### config.mk
export PLATFORM = sky130hd
export DESIGN_NAME = dispatch_stage
export DESIGN_NICKNAME = d
export VERILOG_FILES = /design/src/rtl/dispatch_stage.sv
export SDC_FILE = /design/constraint.sdc
export NUM_CORES = 1
export LEC_CHECK = 0
export CAP_MARGIN = 20
export CORE_ASPECT_RATIO = 0.75
export CORE_MARGIN = 2
export CORE_UTILIZATION = 39
export DETAILED_ROUTE_END_ITERATION = 10
export PLACE_DENSITY = 0.6
export SYNTH_ARGS = -nofsm -noshare
export SYNTH_HDL_FRONTEND = slang
export SYNTH_SLANG_ARGS = --single-unit
### constraint.sdc
create_clock -name clk -period 3.6 [get_ports clk]
set_input_delay 0.9 -clock clk [delete_from_list [all_inputs] [get_ports clk]]
set_output_delay 0.9 -clock clk [all_outputs]
set_load 0.01 [all_outputs]
### src/rtl/dispatch_stage.sv
// In-order dispatch FIFO with register scoreboard and same-cycle wakeup bypass.
// Optional stall counter enabled by defining DISPATCH_STALL_COUNT_EN.
module dispatch_stage #(
    parameter int DEPTH    = 4,
    parameter int NUM_REGS = 32
) (
    input  logic                       clk,
    input  logic                       reset,
    input  logic                       in_valid,
    output logic                       in_ready,
    input  logic [6:0]                 in_opcode,
    input  logic [4:0]                 in_src1_addr,
    input  logic [4:0]                 in_src2_addr,
    input  logic [4:0]                 in_dest_addr,
    input  logic                       iq_full,
    output logic                       valid,
    output logic [6:0]                 opcode,
    output logic [4:0]                 src1_addr,
    output logic [4:0]                 src2_addr,
    output logic [4:0]                 dest_addr,
    output logic                       src1_ready,
    output logic                       src2_ready,
    input  logic                       wakeup_valid,
    input  logic [4:0]                 wakeup_dest,
    input  logic                       flush,
    output logic [$clog2(DEPTH):0]     occupancy,
    output logic [31:0]                stall_count
);

    localparam int AW = $clog2(DEPTH);
    localparam int PW = AW + 1;

    // Entry layout: {opcode[6:0], src1[4:0], src2[4:0], dest[4:0]}
    logic [21:0]         entry_mem_r [DEPTH];
    logic [PW-1:0]       wr_ptr_r;
    logic [PW-1:0]       rd_ptr_r;
    logic [NUM_REGS-1:0] busy_r;
    logic [NUM_REGS-1:0] busy_nxt_s;
    logic                empty_s;
    logic                full_s;
    logic                push_s;
    logic                pop_s;
    logic [21:0]         head_s;

    assign empty_s   = (wr_ptr_r == rd_ptr_r);
    assign full_s    = (wr_ptr_r[AW-1:0] == rd_ptr_r[AW-1:0]) && (wr_ptr_r[AW] != rd_ptr_r[AW]);
    assign in_ready  = !full_s && !flush;
    assign valid     = !empty_s && !flush;
    assign push_s    = in_valid && in_ready;
    assign pop_s     = valid && !iq_full;
    assign occupancy = wr_ptr_r - rd_ptr_r;

    assign head_s    = entry_mem_r[rd_ptr_r[AW-1:0]];
    assign opcode    = head_s[21:15];
    assign src1_addr = head_s[14:10];
    assign src2_addr = head_s[9:5];
    assign dest_addr = head_s[4:0];

    // Busy is read before this cycle's set, so the head never waits on its own dest.
    assign src1_ready = (src1_addr == 5'd0) || !busy_r[src1_addr] ||
                        (wakeup_valid && (wakeup_dest == src1_addr));
    assign src2_ready = (src2_addr == 5'd0) || !busy_r[src2_addr] ||
                        (wakeup_valid && (wakeup_dest == src2_addr));

    // Scoreboard next state: a set from a dispatching producer overrides a same-register wakeup.
    always_comb begin
        busy_nxt_s = busy_r;
        if (flush) begin
            busy_nxt_s = {NUM_REGS{1'b0}};
        end else begin
            if (wakeup_valid) begin
                busy_nxt_s[wakeup_dest] = 1'b0;
            end else begin
                busy_nxt_s = busy_nxt_s;
            end
            if (pop_s && (dest_addr != 5'd0)) begin
                busy_nxt_s[dest_addr] = 1'b1;
            end else begin
                busy_nxt_s = busy_nxt_s;
            end
        end
        busy_nxt_s[0] = 1'b0;
    end

    // Scoreboard register.
    always_ff @(posedge clk) begin
        if (reset) begin
            busy_r <= {NUM_REGS{1'b0}};
        end else begin
            busy_r <= busy_nxt_s;
        end
    end

    // FIFO pointers; flush discards every entry.
    always_ff @(posedge clk) begin
        if (reset || flush) begin
            wr_ptr_r <= {PW{1'b0}};
            rd_ptr_r <= {PW{1'b0}};
        end else begin
            if (push_s) begin
                wr_ptr_r <= wr_ptr_r + {{AW{1'b0}}, 1'b1};
            end
            if (pop_s) begin
                rd_ptr_r <= rd_ptr_r + {{AW{1'b0}}, 1'b1};
            end
        end
    end

    // Entry storage; cleared on reset so the head slot presents register 0.
    always_ff @(posedge clk) begin
        if (reset) begin
            for (int i = 0; i < DEPTH; i++) begin
                entry_mem_r[i] <= 22'd0;
            end
        end else if (push_s) begin
            entry_mem_r[wr_ptr_r[AW-1:0]] <= {in_opcode, in_src1_addr, in_src2_addr, in_dest_addr};
        end
    end

`ifdef DISPATCH_STALL_COUNT_EN
    logic [31:0] stall_cnt_r;

    // Saturating count of cycles where the head is blocked by the issue queue.
    always_ff @(posedge clk) begin
        if (reset) begin
            stall_cnt_r <= 32'd0;
        end else if (valid && iq_full && (stall_cnt_r != 32'hFFFF_FFFF)) begin
            stall_cnt_r <= stall_cnt_r + 32'd1;
        end
    end

    assign stall_count = stall_cnt_r;
`else
    assign stall_count = 32'd0;
`endif

endmodule

# Word-level counts from Yosys, hierarchy flattened
# Memories as Yosys holds them, arrays and structs flattened. A register that Yosys moved wholly into a read port is not among the register bits.
# Index checks and enable logic that the tools add are counted.
op_classes:
  bitwise_logic: 3
  muxes: 21
  magnitude_cmp: 6
  n_addsub: 3
  n_reduce_logical: 26
  eq_ne: 5
op_table:
  columns: ["cell", "count"]
  rows:
  - ["2-to-1 mux 32 bit", 3]
  - ["bitwise AND 32 bit", 1]
  - ["inverter 32 bit", 1]
  - ["bitwise OR 32 bit", 1]
  - ["< comparator 5 x 6 -> 1 bit, second input constant", 4]
  - ["2-to-1 mux 22 bit", 1]
  - ["OR reduction 22 bit", 1]
  - ["binary-select mux 1 bit (select 5 bit)", 2]
  - ["demux 1 bit (select 5 bit)", 2]
  - ["equality test 5 bit", 2]
  - [">= comparator 5 x 1 -> 1 bit, second input constant", 2]
  - ["logical AND 1 bit", 10]
  - ["logical NOT 5 bit", 2]
  - ["2-to-1 mux 1 bit", 10]
  - ["adder 3 x 1 -> 3 bit, second input constant", 2]
  - ["logical NOT 1 bit", 6]
  - ["2-to-1 mux 2 bit", 3]
  - ["logical OR 1 bit", 5]
  - ["nonzero test 5 bit", 1]
  - ["equality test 3 bit", 1]
  - ["subtractor 3 bit", 1]
  - ["equality test 2 bit", 1]
  - ["OR reduction 2 bit", 1]
  - ["!= test 1 bit", 1]
word_totals:
  output_inout_bits: 61
  register_bits: 38
  input_bits: 33
  memories: 1
  ram_bits: 88
mem_list:
  columns: ["memory", "words", "word_bits", "read_ports", "rd_ports_with_merged_regs", "write_ports", "line_no", "source"]
  rows:
  - ["entry_mem_r", 4, 22, 1, 1, 4, "34", "logic [21:0] entry_mem_r [DEPTH];"]

# Logic depth before layout (Yosys ltp)
# Gate-level depths: netlist (run 1).
logic_depth:
  word_depth: 10
  mapped_depth: 9
  depth_no_buf: 8

# Worst setup path before layout (run 1)
# Ideal clock, no wire load.
synth_timing:
  path_type: "flip-flop to flip-flop"
  startpoint: "reg wr_ptr_r[0]"
  endpoint: "mem entry_mem_r[2][0] (enable)"
  stages_incl_launch_ff: 8
  arrival_time_ps: 2552
  slack_ps: 642
  setup_time_ps: 406
  required_ps: 3194
  path_cell_list: "dfxtp_1 -> inv_1 -> ha_1 -> and2_1 -> nor2b_1 -> nor2_2 -> nand2_2 -> o21bai_1"
synth_lines:
  columns: ["element", "line_no", "source"]
  rows:
  - ["from (decl)", "35", "logic [PW-1:0] wr_ptr_r;"]
  - ["from (signal assigned)", "97", "wr_ptr_r <= {PW{1'b0}};"]
  - ["from (signal assigned)", "101", "wr_ptr_r <= wr_ptr_r + {{AW{1'b0}}, 1'b1};"]
  - ["to (decl)", "34", null]

==> impl_metrics.py, run 1 <==
metrics = {
    "outcome": {
        "status": "complete, no violations",
    },
    "clock_network": {
        "clk_pin_slew_ns": 0.06,
        "clockBufferDepth": 2,
        "htreeDepth": 4,
        "clock_sinks": 127,
        "root_buffer": "clkbuf_16",
        "clock_latency_ns": 0.41,
        "numCtsBuffers": 17,
        "cts_tree": "built",
    },
    "worst_setup_path": {
        "critical_path_buf_inv_count": 3,
        "path_delay_family": "multiplexers",
        "r2r-end": "entry_mem_r[0][7]$_SDFFCE_PN0P_",
        "rr_startpoint": "wr_ptr_r[0]$_SDFFE_PP0P_",
        "start_kind": "flop",
        "worstPathMaxFanout": 7,
        "slowest_delay_ns": 0.66,
        "worst_setup_path_end_kind": "primary output",
        "path_cells": "buf_6 > mux4_2 > buf_12 > mux2i_1 > mux2i_2 > o22ai_1 > a211oi_2 > o21ai_1 > buf_2",
        "cp.required_ns": 2.70,
        "cp.arrival_ns": 2.64,
        "crit_path_top_delay_cell": "mux4_2",
        "ff2ff_path_depth": 8,
        "critical_path_class": "reg2out",
        "path_depth": 9,
        "ff2ff_setup_slack_ns": 0.84,
    },
    "placed_design": {
        "gp_congestion": 0.931,
        "hpwl_um": 10800,
        "pre_cts_ws_ns": 0.0597,
        "numPortBuffers": 61,
        "dpl_cell_area_mm2": 0.00737,
    },
    "floorplan": {
        "coreArea_mm2": 0.0162,
        "start_util_pct": 40.2,
        "ios": 94,
        "rows": 40,
        "dieHeight_um": 116,
        "dieArea_mm2": 0.0177,
        "fp.dieW_um": 153,
    },
    "route": {
        "antenna_left": 0,
        "wl_per_cell_um": 18.7,
        "vias": 4437,
        "finalWirelength_um": 16000,
        "initialDrtViolationCount": 266,
        "vias_per_cell": 5.19,
        "drt_first_pass_iters": 5,
        "drc_errors": 0,
    },
    "timing": {
        "tns_ns": 0,
        "hold_violations": 0,
        "grt_setup_unrepaired": "true",
        "worst_slew_pin_slew_ns": 0.735,
        "period_share_pct": 98.2,
        "fin_skew_ns": 0.00650,
        "worst_slack_ns": 0.0636,
        "slew_viol_final": 0,
        "fin_crit_ns": 3.54,
        "clock.fmax_mhz": 283,
        "timing.hold.ws_ns": 0.495,
        "setup_violations": 0,
        "worst_slew_margin_rel_pct": 51.0,
    },
    "logic_synthesis": {
        "async_flop_share_pct": 0,
        "synthSimpleGateAreaFrac_pct": 15.8,
        "synth.most_common_cell": "and2_1",
        "ys_seq_elements": 127,
        "ys_top_cells_by_count": "and2_1 (89), edfxtp_1 (88), dfxtp_1 (39), nand2_1 (39)",
        "synthAdderAreaFrac_pct": 1.08,
        "synth.area.top_cells": "edfxtp_1 (41%), dfxtp_1 (12%), and2_1 (8.6%), mux4_2 (8.3%), mux2i_1 (5.9%)",
        "syn_avg_cell_area_um2": 11.9,
        "ys.warnings.count": 0,
        "ys_seq_area_share_pct": 52.7,
        "syn_inst": 548,
        "synth_edf_count": 88,
        "syn_area_mm2": 0.00650,
        "synth_top_cell_by_area": "edfxtp_1",
        "synth_top_family_by_area": "simple AND/OR/NAND/NOR gates",
        "synth-main-ff-cell": "edfxtp_1",
        "synth_compound_area_share_pct": 7.05,
        "muxShareOfSynthArea_pct": 14.5,
        "synth_cell_type_count": 43,
        "synth_top_area_share_pct": 40.7,
        "synth_xor_area_share_pct": 2.16,
    },
    "hold_path": {
        "hold_end": "busy_r[29]$_SDFF_PP0_",
        "hold_class": "reg2reg",
        "min_path_cells": 2,
        "min-delay-start": "busy_r[29]$_SDFF_PP0_",
    },
    "power_and_ir_drop": {
        "cellPowerDensity_mw_per_mm2": 450,
        "power.leakage_nw": 2.85,
        "max-vdd-ir-drop_v": 0.000320,
    },
    "finish": {
        "antennaDiodeCount": 0,
        "finalNetCount": 670,
        "final_area_mm2": 0.00797,
        "syn2layout_area_growth_pct": 22.7,
        "drive_gt1_share_pct": 17.1,
    },
    "global_route": {
        "antenna_found_initial": 0,
        "grt_pass1_vias": 4467,
        "overflow": 0,
        "grt_pass1_wl_um": 24900,
        "grt_usage_pct": 18.6,
        "grt_max_degree": 39,
    },
    "flow_run": {
        "cap_violations": 0,
    },
}
==> power by group <==
part           leakage, nW  switching (W)  internal, W  total, W
sequential            1.21      0.0000133      0.00161   0.00163
combinational         1.39       0.000184     0.000147  0.000331
clock                0.250       0.000618      0.00101   0.00163
==> kinds of logic after synthesis <==
logic type               Yosys count
adder cells (fa/ha/maj)            5
other                              1
buffers and inverters             69
XOR/XNOR                          16
flip-flops                       127
multiplexers                      64
AND/OR/NAND/NOR                  182
AO/OA/AOI/OAI                     84
==> placed cells by master, fill, tap and decap left out, drive strengths merged, types with 2 or more instances in the layout <==
cell type       n
a211oi          7
a21oi          38
and2           89
buf            36
bufinv          2
clkbuf         21
clkdlybuf4s50  59
clkinv          3
clkinvlp        6
conb           32
dfxtp          39
edfxtp         88
ha              4
inv             8
mux2            2
mux2i          38
mux4           24
nand2          40
nand2b          3
nand3           6
nand3b          5
nor2           19
nor3            3
nor3b           2
nor4            4
o21ai          35
o22ai           2
or2             5
or3b            2
xnor2           6
xor2           10
==> worst max-delay path by stage <==
stage	slack, ns	startpoint	to
2_1_floorplan	0.64	wr_ptr_r[0]$_SDFFE_PP0P_	entry_mem_r[2][0]$_SDFFCE_PN0P_
3_3_place_gp	0.04	wakeup_dest[0]	src2_ready
3_5_place_dp	0.06	wakeup_dest[0]	src2_ready
4_1_cts	0.07	flop	src2_ready
5_1_grt	-0.04	flop	src2_ready
6_report	0.06	flop	src2_ready
==> metrics by stage <==
| step | std cells | utilization, % | total power (W) |
|---|---|---|---|
| 3_5_place_dp | 822 | 45.6 | 0.00198 |
| 3_3_place_gp | 822 | 45.6 | 0.00198 |
| 4_1_cts | 855 | 49.3 | 0.00360 |
| 2_1_floorplan | 579 | - | 0.00185 |
| 6_report | 855 | 49.3 | 0.00359 |
| 5_1_grt | 855 | 49.3 | 0.00369 |
==> flip-flops by register name, summed over array words and instances (netlist names), named ones only <==
| signal | flops |
|---|---|
| entry_mem_r | 88 |
| wr_ptr_r | 3 |
| rd_ptr_r | 3 |
| busy_r | 31 |
==> area by class of cell <==
class                           count  area, um2
Clock inverter                     11        118
Sequential cell                   127       3430
Multi-Input combinational cell    383       2780
Inverter                            8       30.0
Fill cell                        1392       8190
Clock buffer                       21        440
Timing Repair Buffer               95        912
Tap cell                          210        263
==> worst min-delay path, delay by kind of cell (launching register included) <==
family / cells / cell delay (ns)
flops: 1 / 0.32
compound gates: 2 / 0.13
==> routing by layer <==
layer	up-vias	GRT usage [%]	share of wire [%]
met1	2209	24.9	46
met5	-	0	0
met4	0	5.31	1.2
met2	145	30.4	47
met3	19	4.79	5.7
li1	2064	-	-
==> repair_timing <==
| item | in CTS | in global routing |
|---|---|---|
| buffers inserted | 0 | 0 |
| resized for setup | 17 | 0 |
| endpoints found under the setup margin | 2 | 1 |
| cloned | 1 | 0 |
| hold buffers | 0 | 0 |
| pin swaps | 4 | 2 |
Power figures use the tool's default switching activity.
==> run 2, diff against run 1 <==
- CORE_MARGIN: 2 -> 3
==> run 2 against run 1 <==
  * Worst setup slack got worse by 0.036 ns
  * Clock-buffer cell count shrank 3
  * Register-to-register slack improved by 0.05 ns
  * Non-clock buffer count up 5
  * Clock power barely moved
  * Critical path type unchanged
  * Cell area grew 0.64%
  * Combinational power is 2% higher
  * Sequential share of layout area fell by 0.26 points
  * Sequential power is essentially flat
==> impl_metrics.py, run 2 (same netlist as run 1, synthesis figures left out) <==
metrics = {
    "power_and_ir_drop": {
        "cellPowerDensity_mw_per_mm2": 446,
        "power.leakage_nw": 2.88,
        "fin_total_pwr_w": 0.00358,
        "max-vdd-ir-drop_v": 0.000280,
    },
    "timing": {
        "period_share_pct": 99.2,
        "hold_violations": 0,
        "clock.fmax_mhz": 280,
        "grt_setup_unrepaired": "true",
        "fin_crit_ns": 3.57,
        "worst_slew_pin_slew_ns": 0.779,
        "worst_slew_margin_rel_pct": 48.0,
        "tns_ns": 0,
        "fin_skew_ns": 0.0104,
        "setup_violations": 0,
        "slew_viol_final": 0,
    },
    "worst_setup_path": {
        "ff2ff_setup_slack_ns": 0.89,
        "ff2ff_path_depth": 8,
        "r2r-end": "entry_mem_r[1][7]$_SDFFCE_PN0P_",
        "start_kind": "flop",
        "worst_setup_path_end_kind": "primary output",
        "cpMostUsedCell": "mux4_2",
        "cp.required_ns": 2.70,
        "rr_startpoint": "wr_ptr_r[0]$_SDFFE_PP0P_",
        "crit_path_top_delay_cell": "mux4_2",
        "cp.arrival_ns": 2.67,
        "slowest_delay_ns": 0.63,
        "worstPathMaxFanout": 4,
        "critical_path_class": "reg2out",
        "path_cells": "mux4_2 > buf_12 > mux2i_1 > mux4_2 > a211oi_2 > o21ai_1 > buf_2",
    },
    "global_route": {
        "grt_pass1_vias": 4317,
        "grt_max_degree": 39,
        "grt_pass1_wl_um": 25100,
        "grt_usage_pct": 18.2,
        "overflow": 0,
        "antenna_found_initial": 0,
    },
    "floorplan": {
        "ios": 94,
        "dieHeight_um": 118,
        "start_util_pct": 40.2,
        "coreArea_mm2": 0.0162,
        "dieArea_mm2": 0.0183,
        "rows": 40,
        "fp.dieW_um": 155,
    },
    "route": {
        "wl_met2_um": 7150,
        "vias_per_cell": 5.14,
        "drt_first_pass_iters": 5,
        "finalWirelength_um": 16200,
        "top_layer": "met4",
        "vias": 4419,
        "drc_errors": 0,
        "wl_met3_um": 1200,
        "wl_per_cell_um": 18.9,
        "met1_length_um": 7480,
        "initialDrtViolationCount": 409,
        "antenna_left": 0,
    },
    "finish": {
        "layout_common_cells": "and2_1 (89), edfxtp_1 (88), clkdlybuf4s50_1 (59), nand2_1 (39)",
        "top_regs": "entry_mem_r: 88 flops, busy_r: 31 flops",
        "antennaDiodeCount": 0,
        "final_common_cell": "and2_1",
        "top_register": "entry_mem_r",
        "largest_reg_flops": 88,
        "drive_gt1_share_pct": 17.7,
        "syn2layout_area_growth_pct": 23.5,
        "finalNetCount": 675,
    },
    "clock_network": {
        "clock_sinks": 127,
        "numCtsBuffers": 17,
        "clk_pin_slew_ns": 0.06,
        "cts_tree": "built",
        "clock_latency_ns": 0.42,
        "clockBufferDepth": 2,
        "root_buffer": "clkbuf_16",
        "htreeDepth": 4,
    },
    "hold_path": {
        "hold_end": "busy_r[20]$_SDFF_PP0_",
        "min_path_cells": 2,
        "hold_class": "reg2reg",
        "min-delay-start": "busy_r[20]$_SDFF_PP0_",
    },
    "outcome": {
        "status": "complete, no violations",
    },
    "flow_run": {
        "cap_violations": 0,
    },
    "placed_design": {
        "numPortBuffers": 61,
        "hpwl_um": 10800,
        "gp_congestion": 0.935,
    },
}
==> run 2: changes by cell type in the layout (fill, tap and decap cells not counted), sizes merged <==
cell	before	now
clkinv	3	6
clkbuf	21	19
buf	36	40
clkinvlp	6	5
==> run 2: worst max path at each step <==
stage	depth (start not counted)	endpoint	slack, ns	start
global placement	6	src2_ready	0.07	wakeup_dest[1]
global route	9	src1_ready	-0.04	flop
CTS	9	src2_ready	0.01	flop
detailed placement	8	src2_ready	0.05	flop
floorplan	7	entry_mem_r[2][0]$_SDFFCE_PN0P_	0.64	wr_ptr_r[0]$_SDFFE_PP0P_
finish	7	src1_ready	0.03	flop
==> run 2: layout make-up <==
class                           count  area (um2)
Clock buffer                       18         429
Sequential cell                   127        3430
Multi-Input combinational cell    383        2780
Tap cell                          210         263
Clock inverter                     13         124
Inverter                            8        30.0
Fill cell                        1440        8140
Timing Repair Buffer              100         967
==> run 2: per-stage QoR <==
stage	hold slack, ns	std cells	cell area (um2)	util [%]	worst slack [ns]
floorplan	0.460	579	6620	-	0.642
global placement	0.481	819	7350	45.4	0.0695
detailed placement	0.484	819	7350	45.4	0.0519
CTS	0.494	858	8000	49.5	0.0137
global route	0.512	859	8020	49.6	-0.0414
finish	0.492	859	8020	49.6	0.0272
==> run 2: worst max-delay path, delay by kind of cell (launching register included) <==
kind,cells,cell delay (ns)
mux,3,1.23
flops,1,0.37
compound gates,2,0.32
buf+inv,2,0.33
==> run 2: repair_timing <==
item,in CTS,in global routing
pin swaps,1,0
hold buffers,0,0
setup endpoints to repair,2,2
gates cloned,1,0
resized for setup,11,3
buffers inserted,7,1
==> run 2: per-layer routing <==
metal / vias to the layer above / global-route usage (%)
met5: - / 0
li1: 2070 / -
met4: 0 / 7.50
met1: 2139 / 26.7
met3: 34 / 3.93
met2: 176 / 26.3
==> run 2: report_power, final <==
group / leakage (nW) / switching (W) / internal, W
Clock: 0.256 / 0.000619 / 0.00100
Combinational: 1.42 / 0.000186 / 0.000152
Sequential: 1.21 / 0.0000128 / 0.00161
